[src/rtl/mem_arb_pkg.sv]
// Shared state/owner encodings and default sizes for the fetch/data memory port arbiter.
package mem_arb_pkg;

    typedef enum logic [1:0] {
        ST_IDLE,
        ST_ACCESS,
        ST_WAIT,
        ST_DONE
    } arbStateT;

    localparam logic OWN_IF   = 1'b0;
    localparam logic OWN_DATA = 1'b1;

    localparam int DEF_ADDR_W     = 32;
    localparam int DEF_DATA_W     = 32;
    localparam int DEF_MEM_LAT    = 1;
    localparam int DEF_STARVE_MAX = 4;

endpackage

[src/rtl/memarb_sat_cnt.sv]
// Saturating up-counter with synchronous clear; sticks at all-ones instead of wrapping.
module memarb_sat_cnt
    import mem_arb_pkg::*;
#(
    parameter int WIDTH = 8
) (
    input  logic             clk,
    input  logic             reset_n,
    input  logic             clr,
    input  logic             inc,
    output logic [WIDTH-1:0] count
);

    always_ff @(posedge clk or negedge reset_n) begin
        if (!reset_n) begin
            count <= '0;
        end else if (clr) begin
            count <= '0;
        end else if (inc && (count != {WIDTH{1'b1}})) begin
            count <= count + WIDTH'(1);
        end
    end

endmodule

[src/rtl/mem_port_arbiter.sv]
// Shares one single-ported fixed-latency memory between fetch and data requesters.
// Optional performance counters are enabled by defining MEMARB_PERF_CNT_EN.
module mem_port_arbiter
    import mem_arb_pkg::*;
#(
    parameter int ADDR_W     = DEF_ADDR_W,
    parameter int DATA_W     = DEF_DATA_W,
    parameter int MEM_LAT    = DEF_MEM_LAT,
    parameter int STARVE_MAX = DEF_STARVE_MAX
) (
    input  logic              clk,
    input  logic              reset_n,
    input  logic              if_req,
    input  logic [ADDR_W-1:0] if_addr,
    output logic              if_ack,
    input  logic              data_req,
    input  logic              data_we,
    input  logic [ADDR_W-1:0] data_addr,
    input  logic [DATA_W-1:0] data_wdata,
    output logic              data_ack,
    output logic [DATA_W-1:0] rdata,
    output logic              stall_if,
    output logic              stall_mem,
    output logic              mem_en,
    output logic              mem_we,
    output logic [ADDR_W-1:0] mem_addr,
    output logic [DATA_W-1:0] mem_wdata,
    input  logic [DATA_W-1:0] mem_rdata
`ifdef MEMARB_PERF_CNT_EN
    ,
    output logic [31:0]       perf_conflicts,
    output logic [31:0]       perf_if_wait
`endif
);

    localparam int STARVE_W = $clog2(STARVE_MAX + 1);
    localparam int WAIT_W   = $clog2(MEM_LAT + 1);

    arbStateT            state;
    arbStateT            nextState;
    logic                owner;
    logic                curWe;
    logic [STARVE_W-1:0] starveCnt;
    logic [WAIT_W-1:0]   waitCnt;
    logic                arbitrate;
    logic                grantData;
    logic                starveInc;
    logic                starveClr;

    // Data wins unless a waiting fetch has already lost STARVE_MAX times in a row.
    always_comb begin
        arbitrate = 1'b0;
        grantData = 1'b0;
        starveInc = 1'b0;
        starveClr = 1'b0;
        nextState = state;
        case (state)
            ST_IDLE: begin
                arbitrate = if_req || data_req;
                grantData = data_req && !(if_req && (starveCnt == STARVE_W'(STARVE_MAX)));
                starveInc = arbitrate && grantData && if_req;
                starveClr = arbitrate && !starveInc;
                if (arbitrate) nextState = ST_ACCESS;
            end
            ST_ACCESS: nextState = curWe ? ST_DONE : ST_WAIT;
            ST_WAIT:   if (waitCnt == '0) nextState = ST_DONE;
            ST_DONE:   nextState = ST_IDLE;
            default:   nextState = ST_IDLE;
        endcase
    end

    always_ff @(posedge clk or negedge reset_n) begin
        if (!reset_n) state <= ST_IDLE;
        else          state <= nextState;
    end

    always_ff @(posedge clk or negedge reset_n) begin
        if (!reset_n) begin
            owner     <= OWN_IF;
            curWe     <= 1'b0;
            mem_en    <= 1'b0;
            mem_we    <= 1'b0;
            mem_addr  <= '0;
            mem_wdata <= '0;
            rdata     <= '0;
            waitCnt   <= '0;
        end else begin
            mem_en <= 1'b0;
            mem_we <= 1'b0;
            case (state)
                ST_IDLE: begin
                    if (arbitrate) begin
                        owner    <= grantData ? OWN_DATA : OWN_IF;
                        curWe    <= grantData && data_we;
                        mem_en   <= 1'b1;
                        mem_we   <= grantData && data_we;
                        mem_addr <= grantData ? data_addr : if_addr;
                        if (grantData && data_we) mem_wdata <= data_wdata;
                    end
                end
                ST_ACCESS: waitCnt <= WAIT_W'(MEM_LAT - 1);
                ST_WAIT: begin
                    if (waitCnt == '0) rdata <= mem_rdata;
                    else               waitCnt <= waitCnt - WAIT_W'(1);
                end
                default: ;
            endcase
        end
    end

    memarb_sat_cnt #(.WIDTH(STARVE_W)) uStarveCnt (
        .clk     (clk),
        .reset_n (reset_n),
        .clr     (starveClr),
        .inc     (starveInc),
        .count   (starveCnt)
    );

    assign if_ack    = (state == ST_DONE) && (owner == OWN_IF);
    assign data_ack  = (state == ST_DONE) && (owner == OWN_DATA);
    assign stall_if  = if_req && !if_ack;
    assign stall_mem = data_req && !data_ack;

`ifdef MEMARB_PERF_CNT_EN
    memarb_sat_cnt #(.WIDTH(32)) uConflictCnt (
        .clk     (clk),
        .reset_n (reset_n),
        .clr     (1'b0),
        .inc     (arbitrate && if_req && data_req),
        .count   (perf_conflicts)
    );

    memarb_sat_cnt #(.WIDTH(32)) uIfWaitCnt (
        .clk     (clk),
        .reset_n (reset_n),
        .clr     (1'b0),
        .inc     (stall_if),
        .count   (perf_if_wait)
    );
`endif

endmodule

[config.mk]
export PLATFORM = sky130hd
export DESIGN_NAME = mem_port_arbiter
export DESIGN_NICKNAME = d
export VERILOG_FILES = /design/src/rtl/mem_arb_pkg.sv /design/src/rtl/memarb_sat_cnt.sv /design/src/rtl/mem_port_arbiter.sv
export SDC_FILE = /design/constraint.sdc
export NUM_CORES = 1
export LEC_CHECK = 0
export BUFFER_PORTS_ARGS = -buffer_cell sky130_fd_sc_hd__buf_2
export CORE_AREA = 2 2 125 90
export DETAILED_ROUTE_END_ITERATION = 8
export DIE_AREA = 0 0 127 92
export HOLD_SLACK_MARGIN = 0.05
export PLACE_DENSITY = 0.76
export SLEW_MARGIN = 20
export SYNTH_ARGS = -nofsm -noshare
export SYNTH_HDL_FRONTEND = slang
export SYNTH_SLANG_ARGS = --single-unit
[constraint.sdc]
create_clock -name clk -period 2.54 [get_ports clk]
set_input_delay 0.127 -clock clk [delete_from_list [all_inputs] [get_ports clk]]
set_output_delay 0.127 -clock clk [all_outputs]
set_load 0.005 [all_outputs]
After elaboration in Yosys (flattened, before gate mapping)

Index checks and enable logic that the tools add are counted.

Add/subtract/negate cells: 2
Eq/ne operators: 7
Multiplexer cells: 18
Bitwise operators: 2
Reductions and logical operators: 23

Operators by type and width:

| operator              | number |
|---|---|
| $mux W32              | 1 |
| $logic_and A1 B1 Y1   | 11 |
| $mux W1               | 11 |
| $pmux W2 S4           | 1 |
| $mux W3               | 2 |
| $reduce_and A2 Y1     | 3 |
| $eq A2 B2 Y1 const B  | 2 |
| $logic_not A1 Y1      | 4 |
| $mux W2               | 2 |
| $ne A2 B2 Y1 const B  | 2 |
| $reduce_bool A2 Y1    | 2 |
| $add A3 B1 Y3 const B | 1 |
| $eq A3 B3 Y1 const B  | 1 |
| $ne A3 B3 Y1 const B  | 1 |
| $reduce_and A3 Y1     | 1 |
| $eq A2 B1 Y1 const B  | 1 |
| $logic_not A2 Y1      | 1 |
| $not A1 Y1            | 2 |
| $pmux W1 S2           | 1 |
| $logic_or A1 B1 Y1    | 1 |
| $sub A1 B1 Y1 const B | 1 |

Register bits after elaboration: 106
Input port bits: 133
Output and inout bits: 102
Logic and storage cells: 62

Logic depth before layout (Yosys ltp)

Word-level depth: 10
Depth in mapped cells: 8
Mapped depth without buffers: 6

By module

From an unflattened synthesis, not the netlist that was laid out.

Cells, all modules: 293
Area total of the unflattened synthesis: 4,330.4 sq um

Modules (own cells, without submodules):

| module           | times used | cells an instance | area an instance (sq um) | sequential area each (sq um) |
|---|---|---|---|---|
| mem_port_arbiter | 1          | 278               | 4,146.5                  | 2,552.4 |
| memarb_sat_cnt   | 1          | 15                | 183.9                    | 75.1 |

Worst setup path before layout

No wires, ideal clock.

Path type: reg2reg
From: register state[0]
To: register mem_wdata[10]
Library setup time: 0.125 ns
Arrival: 1.729 ns
Required time: 2.415 ns
Setup slack: 0.685 ns
Cell stages (with the launch flop): 9
Buffers on the path: 3
Clock period less this slack: 1.855 ns
Cell sequence: dfrtp_1 > inv_1 > ha_1 > and2_4 > buf_6 > and3_4 > buf_6 > buf_8 > mux2_4

Word-level cells in the longest chain between the ends: 4
Elaborated cells on any way between the ends: 5
Those cells by class: mux (2); reduce/logical (3)

RTL lines:

| what                                 | RTL line                                       | text |
|---|---|---|
| start: declaration                   | mem_port_arbiter.sv:39                         | `arbStateT state;` |
| start signal: assignment             | mem_port_arbiter.sv:74                         | `else state <= nextState;` |
| $logic_not A2 Y1 *                   | mem_port_arbiter.sv:57, mem_port_arbiter.sv:90 |  |
| $mux W1                              | mem_port_arbiter.sv:57                         | `case (state)` |
| $logic_and A1 B1 Y1                  | mem_port_arbiter.sv:98                         | `if (grantData && data_we) mem_wdata <= data_wdata;` |
| $reduce_and A3 Y1 (no source line) * | --                                             |  |
| end signal: assignment               | mem_port_arbiter.sv:98                         |  |
| end: declaration                     | mem_port_arbiter.sv:27                         | `output logic [DATA_W-1:0] mem_wdata,` |

Mark *: on every way between the ends. The rest lies on a longest branch, timed or not.
A chain may end at the register's enable or synchronous reset.

Worst setup path in the final report

From: register state[0]
To: register mem_wdata[1]

Same word-level chain as after synthesis.

==> impl_metrics.toml <==
[global_routing]
grt_pass1_wl_um = 21900
antenna_found_initial = 0
track_usage = 0.243
grt_max_degree = 106
grt-ovfl-total = 0
first_global_vias = 4193

[route]
met1_length_um = 5830
ant_nets = 0
wl_per_cell_um = 17.1
via_per_inst = 5.05
dr_wl_met3_um = 1190
remaining_drc_errors = 0
wl_met2_um = 6910
drtIter0Drc = 270
wl_um = 14300
drtPass1Iterations = 4
routed.top_layer = "met4"
route.vias.total = 4219

[clock_network]
cts_root_buf = "clkbuf_16"
cts_buffers = 9
clock_path_buffers = 2
cts_max_level = 3
cts_tree = "done"
cts.sinks = 105
clkLatencyLatePin_ns = 0.34
clkSlewWorstSetupHoldPaths_ns = 0.07

[power_and_ir_drop]
leakage_nw = 3.45
p_sw_frac = 0.337
p_clk_frac = 0.192
p_sw_w = 0.00250
powerDensity_nw_per_um2 = 1060
ir_drop_mv = 0.419
power_frac_comb = 0.407
p_seq_frac = 0.401
power.internal_w = 0.00491

[layout]
nNetsFinal = 835
diodes = 0
fin_util = 0.657
drive_gt1_frac = 0.468
area_growth_pct = 48.2

[synthesis]
synth_edf_count = 0
async_flop_share = 1.00
synth_cells = 399
synth_ff_type = "dfrtp_1"
ys_seq_elements = 105
ys_types = 31
synth_area_um2 = 4720
syn_avg_cell_area_um2 = 11.8
synth_nets = 539
yosys_warnings = 0
seq_area_frac_synth = 0.557

[timing]
tns_ns = 0
min_period_ns = 2.16
report.final.slew_viol_count = 0
skew_ns = 0.00645
setup_ws_ns = 0.382
worst_pin_slew_ns = 0.658
relSlewSlack = 0.561
max_freq_mhz = 463
setup_viol = 0
rsz0062_at_grt = "no"
fin_crit_sh = 0.850
hold_violations = 0

[worst_setup_path]
arrival_ns = 2.38
cp.required_ns = 2.77
crit_path_top_delay_cell = "and3_4"
critPathKind = "flip-flop to flip-flop"
endpoint_kind = "flip-flop"
cpPeakStageDelay_ns = 0.62
cp_max_fo = 34
crit_chain = "inv_1 -> ha_1 -> and2_4 -> and3_4 -> mux2_2"
cp-start-kind = "flip-flop"

[floorplanning]
ios = 235
fp.dieH_um = 92
core_area_um2 = 10700
num_rows = 32
die_w_um = 127
initial_core_util = 0.443
dieArea_um2 = 11700

[status]
status = "finished clean"

[placed_design]
pre_cts_slack_ns = 0.408
io_buffers = 234
gp_congestion = 0.802
place_hpwl_um = 8670

[min_path]
hp-class = "input pin to flip-flop"

[flow_run]
cap_violations = 0
==> Yosys cell counts, types with 2 or more instances <==
library cell | instances | area (µm²)
inv_1 | 5 | 18.8
nor2b_1 | 3 | 18.8
nand2b_1 | 32 | 200
buf_6 | 2 | 22.5
a21oi_1 | 36 | 180
buf_1 | 3 | 11.3
buf_8 | 3 | 45.0
nand4b_1 | 2 | 17.5
clkbuf_1 | 19 | 71.3
mux2_4 | 28 | 420
dfrtp_1 | 105 | 2630
nand2_1 | 33 | 124
o21ai_1 | 4 | 20.0
ha_1 | 7 | 87.6
mux2_2 | 36 | 405
o21ai_0 | 66 | 330
==> timing repair <==
action,4_1_cts,5_1_grt
buffers inserted,0,0
gates resized for setup,0,0
endpoints found under the hold margin,175,0
hold buffers,71,0
==> through the flow <==
step / area (µm²) / hold WS, ns / std cells / power, W
finish: 6990 / 0.0583 / 835 / 0.00741
detailed placement: 5980 / 0.238 / 749 / 0.00584
CTS: 6990 / 0.0503 / 835 / 0.00737
floorplan: 4720 / -0.169 / 399 / 0.00455
global route: 6990 / 0.0631 / 835 / 0.00789
global placement: 5980 / 0.227 / 749 / 0.00571
==> layer usage <==
layer / vias to the layer above / track usage
met5: - / 0
met4: 0 / 0.0870
met2: 216 / 0.407
li1: 1972 / -
met3: 27 / 0.0741
met1: 2004 / 0.298
==> registers in the layout (all words and copies together) (netlist names) <==
signal            flops
mem_addr             32
rdata                32
state                 2
mem_en                1
mem_we                1
curWe                 1
uStarveCnt.count      3
owner                 1
mem_wdata            32
==> cell families (layout without fill, tap and decap cells) <==
group           after synthesis  in the layout  synth area share
compound gates              112            112             0.123
fa+ha+maj                     7              7            0.0186
buf+inv                      33            333            0.0368
flops                       105            105             0.557
mux                          64             64             0.175
simple gates                 78             78            0.0901
==> area by class of cell <==
type,count,area [µm²]
inverter,5,18.8
sequential,105,2630
clock buffer,9,225
clock inverter,6,76.3
fill,772,3660
tap,136,170
timing repair buffer,313,1960
multi-input combinational,261,1920
==> power groups by stage <==
stage          clock, W  combinational (W)  sequential [W]
2_1_floorplan         0            0.00156         0.00299
3_3_place_gp          0            0.00280         0.00291
6_report        0.00142            0.00301         0.00297
3_5_place_dp          0            0.00291         0.00293
4_1_cts         0.00146            0.00299         0.00293
5_1_grt         0.00152            0.00330         0.00307
==> worst max-delay path, delay by kind of cell (launching register included) <==
family / cells / cell delay [ns]
buffers and inverters: 1 / 0.12
adders and majority gates: 1 / 0.28
muxes: 1 / 0.42
DFF: 1 / 0.41
and+or+nand+nor: 2 / 0.80
==> placed cells by master, fill, tap and decap left out, types with 9 or more instances in the layout <==
cell	netlist	routed
buf_2	1	233
dfrtp_1	105	105
dlygate4sd3_1	0	71
o21ai_0	66	66
a21oi_1	36	36
mux2_2	36	36
nand2_1	33	33
nand2b_1	32	32
mux2_4	28	28
clkbuf_16	0	9
==> path summary, 6_finish.rpt <==
check,slack (ns),from,cells after the start,endpoint
worst min register to register,0.48,mem_addr[15],2,mem_addr[15]
worst max register to register,0.38,state[0],5,mem_wdata[1]
worst max-delay path,0.38,state[0],5,mem_wdata[1]
worst min-delay path,0.06,if_addr[6],3,mem_addr[6]
min in group asynchronous,0.37,reset_n,3,mem_en
max in group asynchronous,1.73,reset_n,3,mem_wdata[20]
No activity file was read; power rests on OpenSTA's default activity.
